### src/rtl/spike_weight_streamer.sv
// spike_weight_streamer
//   Per timestep, walks the latched presynaptic spike vector in ascending
//   index order. For each set bit it reads that input's weight from a
//   synchronous weight RAM and emits a one-cycle spike/weight pulse toward
//   the downstream accumulator. A done pulse closes the timestep.
//
// Ports
//   clk          clock, all state updates on posedge
//   reset        synchronous, active-low
//   start        begin a timestep (sampled only when idle)
//   spike_vec    presynaptic spikes, captured on the accepted start
//   wmem_en      weight-RAM read enable
//   wmem_addr    weight-RAM read address (presynaptic index)
//   wmem_rdata   RAM read data, valid one cycle after wmem_en
//   out_spike    one-cycle spike pulse
//   out_weight   weight paired with out_spike (0 otherwise)
//   busy         timestep in progress
//   done         one-cycle end-of-timestep pulse
//   spike_count  spikes emitted in the current or last timestep
module spike_weight_streamer #(
  parameter int N_IN = 16,
  parameter int W    = 16,
  localparam int AW  = (N_IN > 1) ? $clog2(N_IN) : 1
) (
  input  logic            clk,
  input  logic            reset,
  input  logic            start,
  input  logic [N_IN-1:0] spike_vec,
  output logic            wmem_en,
  output logic [AW-1:0]   wmem_addr,
  input  logic [W-1:0]    wmem_rdata,
  output logic            out_spike,
  output logic [W-1:0]    out_weight,
  output logic            busy,
  output logic            done,
  output logic [AW:0]     spike_count
);

  typedef enum logic [1:0] {IDLE, SCAN, WAIT, DONE} state_t;

  state_t          state;
  state_t          state_nxt;
  logic [N_IN-1:0] mask;
  logic [N_IN-1:0] mask_low;
  logic [AW-1:0]   low_idx;
  logic            mask_any;

  assign mask_any = |mask;

  // Priority encoder: scanning downward leaves the lowest set index.
  always_comb begin
    low_idx = '0;
    for (int unsigned i = N_IN; i > 0; i--) begin
      if (mask[i-1]) low_idx = AW'(i - 1);
    end
  end

  assign mask_low = N_IN'(1) << low_idx;

  always_ff @(posedge clk) begin
    if (!reset) state <= IDLE;
    else        state <= state_nxt;
  end

  always_comb begin
    state_nxt = state;
    case (state)
      IDLE:    if (start) state_nxt = SCAN;
      SCAN:    state_nxt = mask_any ? WAIT : DONE;
      WAIT:    state_nxt = SCAN;
      DONE:    state_nxt = IDLE;
      default: state_nxt = IDLE;
    endcase
  end

  assign busy      = (state != IDLE);
  assign done      = (state == DONE);
  assign wmem_en   = (state == SCAN) && mask_any;
  assign wmem_addr = low_idx;

  always_ff @(posedge clk) begin
    if (!reset) begin
      mask        <= '0;
      out_spike   <= 1'b0;
      out_weight  <= '0;
      spike_count <= '0;
    end else begin
      out_spike  <= 1'b0;
      out_weight <= '0;
      case (state)
        IDLE: begin
          if (start) begin
            mask        <= spike_vec;
            spike_count <= '0;
          end
        end
        SCAN: begin
          if (mask_any) mask <= mask & ~mask_low;
        end
        WAIT: begin
          out_spike   <= 1'b1;
          out_weight  <= wmem_rdata;
          spike_count <= spike_count + (AW+1)'(1);
        end
        default: ;
      endcase
    end
  end

endmodule
### config.mk
export PLATFORM = sky130hd
export DESIGN_NAME = spike_weight_streamer
export DESIGN_NICKNAME = d
export VERILOG_FILES = /design/src/rtl/spike_weight_streamer.sv
export SDC_FILE = /design/constraint.sdc
export NUM_CORES = 1
export LEC_CHECK = 0
export CAP_MARGIN = 20
export CORE_MARGIN = 8
export CORE_UTILIZATION = 40
export CTS_CLUSTER_DIAMETER = 60
export DETAILED_ROUTE_END_ITERATION = 7
export PLACE_DENSITY = 0.77
export SLEW_MARGIN = 20
export SYNTH_ARGS = -nofsm -noshare
export SYNTH_HDL_FRONTEND = slang
export SYNTH_SLANG_ARGS = --single-unit
export TNS_END_PERCENT = 100
### constraint.sdc
create_clock -name clk -period 2 [get_ports clk]
set_clock_uncertainty 0.2 [all_clocks]
set_input_delay 0.4 -clock clk [delete_from_list [all_inputs] [get_ports clk]]
set_output_delay 0.4 -clock clk [all_outputs]
set_load 0.005 [all_outputs]
Word level (Yosys, flattened, before mapping)
Index checks and enable logic that the tools add are counted.

operators by class
  $add $sub $neg = 1
  equal/unequal tests = 5
  shift-type cells = 1
  multiplexer cells = 25
  bitwise logic cells = 2
  reduce and logical (&&, ||, !) cells = 9

operator list
  cell                                              count
  2-to-1 mux 4 bit                                  16
  2-to-1 mux 16 bit                                 2
  case mux 16 bit (2 select lines)                  1
  bitwise AND 16 bit                                1
  inverter 16 bit                                   1
  OR reduction 16 bit                               1
  left shift 1 x 4 -> 16 bit, first input constant  1
  case mux 5 bit (2 select lines)                   1
  case mux 2 bit (4 select lines)                   1
  nonzero test 2 bit                                3
  adder 5 x 1 -> 5 bit, second input constant       1
  2-to-1 mux 5 bit                                  1
  == test 2 bit, second input constant              2
  != test 2 bit, second input constant              2
  AND reduction 2 bit                               2
  AND reduction 3 bit                               1
  == test 2 x 1 -> 1 bit, second input constant     1
  zero test 2 bit                                   1
  2-to-1 mux 1 bit                                  2
  2-to-1 mux 2 bit                                  1
  logical AND 1 bit                                 1

word-level totals
  bits in registers = 40
  bits of input ports = 35
  output and inout bits = 29
  logic and storage cells = 48

Longest topological paths before layout
Gate-level depths: netlist of the first run.

  word-level depth = 21
  mapped depth = 6
  mapped depth without buffers = 6

Worst setup path after synthesis of the first run
Ideal clock, no wire load.

  path kind = flip-flop to output port
  start = register mask[11]
  end = output port wmem_addr[0]
  arrival = 1.303 ns
  data required time = 1.400 ns
  slack = 0.097 ns
  cell stages (with the launch flop) = 6
  path buffers = 0
  cells stage by stage = dfxtp_1 > inv_1 > a221oi_1 > nor2_1 > o32a_1 > inv_2

on the way
  longest elaborated chain between the ends = 12

RTL lines
  item                             line  text
  start, declared                  43    logic [N_IN-1:0] mask;
  start signal, assigned           93    mask <= spike_vec;
  start signal, assigned           98    if (mask_any) mask <= mask & ~mask_low;
  2-to-1 mux 4 bit (12 in series)  54    if (mask[i-1]) low_idx = AW'(i - 1);
  end, declared                    30    output logic [AW-1:0] wmem_addr,

Every way passes these cells.

Worst setup path after layout of the first run
  start = register mask[14]
  end = output port wmem_addr[0]

on the way
  longest elaborated chain between the ends = 15

RTL lines
  item                             line
  2-to-1 mux 4 bit (15 in series)  54

Every way passes these cells.

==> results of run 1 <==
critical path: cells and delay by family, from the launching register on:
family | cells | cell delay (ps)
buffers and inverters | 2 | 170
AOI/OAI and AO/OA | 2 | 670
DFF | 1 | 330
and+or+nand+nor | 2 | 210
path summary, 6_finish.rpt:
kind | start | end | slack (ps) | cells past startpoint
worst max register to register | mask[4] | mask[4] | -130 | 10
worst min-delay path | spike_count[4] | spike_count[4] | 300 | 2
worst max-delay path | mask[14] | wmem_addr[0] | -250 | 6
worst min register to register | spike_count[4] | spike_count[4] | 300 | 2
synthesized netlist by cell type, drive strengths merged (3+ instances only):
library cell,number,area [um^2]
or3,3,18.77
nand2,20,75.07
a31oi,4,25.02
and3,18,112.6
nor2b,3,18.77
o22ai,3,18.77
mux2i,5,50.05
nand4,4,25.02
a41oi,3,26.28
o21ai,3,15.01
inv,10,37.53
nor4,4,46.29
nand3,6,30.03
nor2,23,88.84
clkbuf,7,26.28
a21oi,17,88.84
mux2,6,67.56
dfxtp,40,800.8
final cells by class:
cell class                      count  area (um^2)
Clock buffer                        6        82.58
Inverter                           11        42.54
Timing Repair Buffer              134         1224
Tap cell                           52        65.06
Fill cell                         264        938.4
Multi-Input combinational cell    149         1205
Clock inverter                      2        10.01
Sequential cell                    40        817.0
state kept, by name, summed over array words and instances (netlist names):
signal and flops:
mask 16, out_spike 1, out_weight 16, spike_count 5, state 2
power groups by stage:
stage	Clock [mW]	Combinational (mW)	Sequential, mW
after floorplan	0	0.298	0.886
after detailed placement	0	0.735	0.876
after global routing	0.596	1.14	0.874
after CTS	0.561	0.923	0.866
after global placement	0	0.720	0.875
final	0.553	1.08	0.870
metal layers:
metal | vias up | GRT usage [%] | part of all wire (%)
met5 | - | 0 | 0
met4 | 0 | 10.20 | 3.2
met3 | 20 | 6.934 | 8.9
met2 | 119 | 31.68 | 49
met1 | 1048 | 20.92 | 39
li1 | 1023 | - | -
kinds of logic after synthesis:
family / Yosys count / share of synthesized area (%)
compound gates: 46 / 17.37
fa+ha+maj: 1 / 0.6862
buf+inv: 20 / 4.324
flops: 40 / 43.93
mux: 11 / 6.451
simple gates: 91 / 27.25
timing repair:
item,in CTS,in global routing
pin swaps,19,22
setup endpoints to repair,15,21
cloned,0,0
buffers inserted,16,5
resized for setup,65,32
per-stage QoR:
step           total power, mW  instance area [um^2]  util, %  TNS (ps)
5_1_grt                  2.607                  3446    78.60     -2733
6_report                 2.504                  3446    78.60     -1743
3_3_place_gp             1.595                  2903    66.21     -2205
3_5_place_dp             1.612                  2903    66.21     -2661
2_1_floorplan            1.184                  1823        -         0
4_1_cts                  2.349                  3289    75.03    -641.7
==> impl_metrics.csv, run 1 <==
group,metric,value,unit
cts,cts_inserted_buffers,5,
floorplan,die_y,83.51,um
timing,max_freq,0.4439,GHz
cells_and_area,nets,377,
setup_path,slowest_stage,"o32a_1",
grt,first_global_vias,2323,
placement,place.gp.congestion,0.9176,
logic_synthesis,ys.flop_type,"dfxtp_1",
cts,cts_htree_levels,2,
flow_run,max_cap_viol_count,0,
setup_path,end_kind,"output port",
power_and_ir_drop,p_int,1.687,mW
power_and_ir_drop,switching_share,32.62,%
placement,dp_hpwl,4511,um
cts,clk_pin_slew,80,ps
cts,cts_hold_buf,0,
drt,wire_per_inst,18.43,um
power_and_ir_drop,clkPwrFrac,22.1,%
setup_path,path_max_fanout,2,
drt,route.antenna.remaining_nets,0,
power_and_ir_drop,power.leakage,1.486,nW
drt,dr_total_vias,2210,
power_and_ir_drop,power.density,726.8,nW/um^2
timing,hold_violations,0,
power_and_ir_drop,p_seq_share,34.8,%
cts,clk_latency,290,ps
drt,first_iter_violations,128,
cts,cts_tree,"built",
hold_path,hold_class,"register to register",
timing,rsz0062_at_grt,"yes",
timing,hold_slack,295.1,ps
grt,grt_use_total,19.16,%
cells_and_area,final_cell_mix,"58 x clkdlybuf4s50_1, 54 x buf_4, 29 x dfxtp_1",
cts,clk_path_buf_depth,2,
placement,pre_cts_slack,-450.9,ps
grt,grt_max_degree,21,
power_and_ir_drop,p_comb_share,43.1,%
logic_synthesis,synth-seq-cells,40,
floorplan,coreArea,4384,um^2
logic_synthesis,synth_edf_count,0,
cts,clkSinkCount,40,
drt,dr.pass1.iters,5,
logic_synthesis,syn_nets,245,
logic_synthesis,synthArstFlopShare,0,%
run_status,status,"finished with violations",
timing,tightest_slew,384.6,ps
run_status,violations,"setup timing",
setup_path,cp-start-kind,"register",
floorplan,die_area,6974,um^2
power_and_ir_drop,p_sw,0.8169,mW
grt,antenna_found_initial,0,
timing,fin_crit_sh,112.6,%
cts,cts_root_buf,"clkbuf_8",
drt,wirelength,7261,um
floorplan,rows,24,
floorplan,initial_utilization,41.58,%
placement,numPlacedInstances,371,
cells_and_area,syn_to_final_growth,89.02,%
floorplan,pin_count,64,
timing,drv_slew,0,
cells_and_area,final_common_cell,"clkdlybuf4s50_1",
logic_synthesis,yosysWarnings,0,
timing,setup_viol,16,
logic_synthesis,synthCells,209,
cells_and_area,diodes,0,
logic_synthesis,ys_types,48,
setup_path,crit_required,1400,ps
grt,grt_pass1_wl,11070,um
timing,finalCriticalPeriod,2253,ps
power_and_ir_drop,peakVddDrop,0.4242,mV
cells_and_area,fin_cells,394,
drt,drc,0,
timing,slew_headroom,74.36,%
drt,via_per_inst,5.609,
logic_synthesis,synth_area,1823,um^2
setup_path,max_stage_delay,390,ps
cells_and_area,final_layout_size_suffix_gt1_share,42.11,%
grt,grt_remaining_overflow,0,
setup_path,path_class,"register to output port",
logic_synthesis,syn_avg_cell_area,8.722,um^2
floorplan,die_w,83.51,um
setup_path,cp.arrival,1650,ps
timing,fin_ws,-252.7,ps
setup_path,worstPathCellList,"nand2b_4 > a221oi_4 > nor2_1 > o32a_1 > inv_2 > buf_6",
logic_synthesis,yosysSeqAreaShare,43.93,%
placement,port-buffer-count,63,
No activity file was read; power rests on OpenSTA's default activity.
==> run 2: changes to the inputs <==
--- a/config.mk
+++ b/config.mk
@@ -9,6 +9,7 @@
 export CORE_MARGIN = 8
-export CORE_UTILIZATION = 40
+export CORE_UTILIZATION = 42
+export CTS_BUF_LIST = sky130_fd_sc_hd__clkbuf_4
 export CTS_CLUSTER_DIAMETER = 60
 export DETAILED_ROUTE_END_ITERATION = 7
-export PLACE_DENSITY = 0.77
+export PLACE_DENSITY = 0.8
 export SLEW_MARGIN = 20
--- a/constraint.sdc
+++ b/constraint.sdc
@@ -4,2 +4,2 @@
 set_output_delay 0.4 -clock clk [all_outputs]
-set_load 0.005 [all_outputs]
+set_load 0.05 [all_outputs]
==> impl_metrics.csv, run 2 (synthesis gave the netlist of run 1 again) <==
group,metric,value,unit
run_status,status,"finished with violations",
run_status,violations,"setup timing",
drt,dr_total_vias,2033,
power_and_ir_drop,peakVddDrop,0.4649,mV
drt,wire_per_inst,17.50,um
cts,cts_htree_levels,2,
hold_path,holdPathEnd,"spike_count[4]",
grt,grt_max_degree,26,
timing,rsz0062_at_grt,"yes",
timing,setup_viol,13,
cts,clk_latency,360,ps
grt,grt_remaining_overflow,0,
placement,pre_cts_slack,-186.6,ps
timing,slew_headroom,55.35,%
drt,wirelength,6511,um
cts,cts_inserted_buffers,5,
timing,drv_slew,0,
placement,place.gp.congestion,0.8779,
drt,dr.pass1.iters,4,
cts,cts_tree,"built",
floorplan,initial_utilization,42.75,%
timing,fin_tns_setup,-2022,ps
setup_path,r2r-start,"mask[14]",
hold_path,hold_class,"register to register",
cells_and_area,post-route-util,76.26,%
setup_path,timing.reg2reg.worst_path_depth,5,
drt,via_per_inst,5.465,
cells_and_area,final_common_cell,"buf_4",
grt,grt_use_total,17.90,%
floorplan,die_area,6704,um^2
cts,clk_pin_slew,130,ps
timing,max_freq,0.4090,GHz
hold_path,min_path_cells,2,
setup_path,path_class,"register to output port",
drt,drc,0,
timing,tightest_slew,669.8,ps
timing,hold_slack,285.9,ps
placement,dp_hpwl,4259,um
cts,clk_path_buf_depth,2,
floorplan,rows,24,
floorplan,pin_count,64,
cells_and_area,diodes,0,
floorplan,die_y,81.88,um
setup_path,crit_required,1400,ps
floorplan,coreArea,4264,um^2
setup_path,r2r_end,"mask[15]",
power_and_ir_drop,power.leakage,1.425,nW
setup_path,r2r_slack,-60,ps
cells_and_area,final_layout_size_suffix_gt1_share,42.19,%
timing,finalCriticalPeriod,2445,ps
timing,fin_ws,-444.7,ps
setup_path,cp.arrival,1840,ps
cells_and_area,fillers,291,
cells_and_area,nets,355,
flow_run,max_cap_viol_count,0,
setup_path,end_kind,"output port",
cts,cts_root_buf,"clkbuf_4",
cells_and_area,syn_to_final_growth,78.38,%
timing,fin_crit_sh,122.2,%
drt,first_iter_violations,124,
grt,antenna_found_initial,0,
floorplan,die_w,81.88,um
hold_path,min_from,"spike_count[4]",
drt,route.antenna.remaining_nets,0,
grt,first_global_vias,1994,
grt,grt_pass1_wl,9390,um
setup_path,path_max_fanout,2,
cells_and_area,top_regs,"mask x16, out_weight x16, spike_count x5",
setup_path,cp-start-kind,"register",
cts,clkSinkCount,40,
timing,hold_violations,0,
cells_and_area,final_cell_mix,"59 x buf_4, 34 x clkdlybuf4s50_1, 29 x dfxtp_1",
power_and_ir_drop,power.density,802.9,nW/um^2
placement,port-buffer-count,63,
[run 2: cell count changes in the layout (fill, tap and decap cells not counted), moves of 3 or more]
cell / previous run / this run
a21oi_2: 3 / 0
buf_12: 1 / 9
buf_2: 3 / 0
buf_4: 54 / 59
buf_6: 18 / 10
clkbuf_4: 0 / 5
clkbuf_8: 6 / 0
clkdlybuf4s50_1: 58 / 34
dfxtp_2: 10 / 7
dfxtp_4: 1 / 4
nand3_1: 3 / 6
nand3_2: 3 / 0
nor2_1: 17 / 21
[run 2: power breakdown]
group          internal (mW)  switching [mW]  total, mW
clock                  0.261           0.290      0.551
combinational          0.588           0.592       1.18
sequential             0.834          0.0460      0.880
[run 2: layout make-up]
| class | instances | area, um^2 | area share (%) |
|---|---|---|---|
| clock buffer | 5 | 37.54 | 1.154 |
| clock inverter | 3 | 42.54 | 1.308 |
| inverter | 11 | 48.80 | 1.501 |
| multi-input combinational | 149 | 1157 | 35.59 |
| sequential | 40 | 824.5 | 25.36 |
| tap | 52 | 65.06 | 2.001 |
| timing repair buffer | 112 | 1076 | 33.09 |
[run 2: critical path, cell delays in order (launching register included)]
cell and delay, ps:
dfxtp_2 350, nand2b_4 140, a221oi_4 300, nor2_1 70, o32a_1 410, inv_4 90
buf_12 130
[run 2: metrics by stage]
stage	power, mW	instances	cell area [um^2]
3_3_place_gp	1.808	349	2864
2_1_floorplan	1.387	209	1922
5_1_grt	2.717	372	3252
4_1_cts	2.467	365	3072
3_5_place_dp	1.820	349	2864
6_report	2.611	372	3252
[run 2: what timing repair did]
item                                    4_1_cts  5_1_grt
pin swaps                                     6       21
setup buffers                                 8        8
endpoints found under the setup margin       10       14
gates resized for setup                      14       30
hold buffers                                  0        0
[run 2: worst max-delay path by stage]
stage,slack [ps],depth (start not counted),from,endpoint
2_1_floorplan,-20,4,mask[11],wmem_addr[2]
3_3_place_gp,-140,6,start,mask[15]
3_5_place_dp,-190,6,start,mask[15]
4_1_cts,-370,6,mask[14],wmem_addr[0]
5_1_grt,-480,5,mask[0],wmem_addr[1]
6_report,-440,6,mask[14],wmem_addr[0]
[run 2: per-layer routing]
layer	vias to the layer above	GRT usage [%]	share of wire, %
li1	971	-	-
met1	963	20.14	40
met2	81	31.57	50
met3	18	5.033	6.9
met4	0	6.140	2.9
met5	-	0	0
==> run 3: changes to the inputs <==
CAP_MARGIN = 40   (was 20)
HOLD_SLACK_MARGIN = 0.12   (was unset)
==> results of run 3 <==
The final DEF is identical to that of run 2; final timing and power are the same.
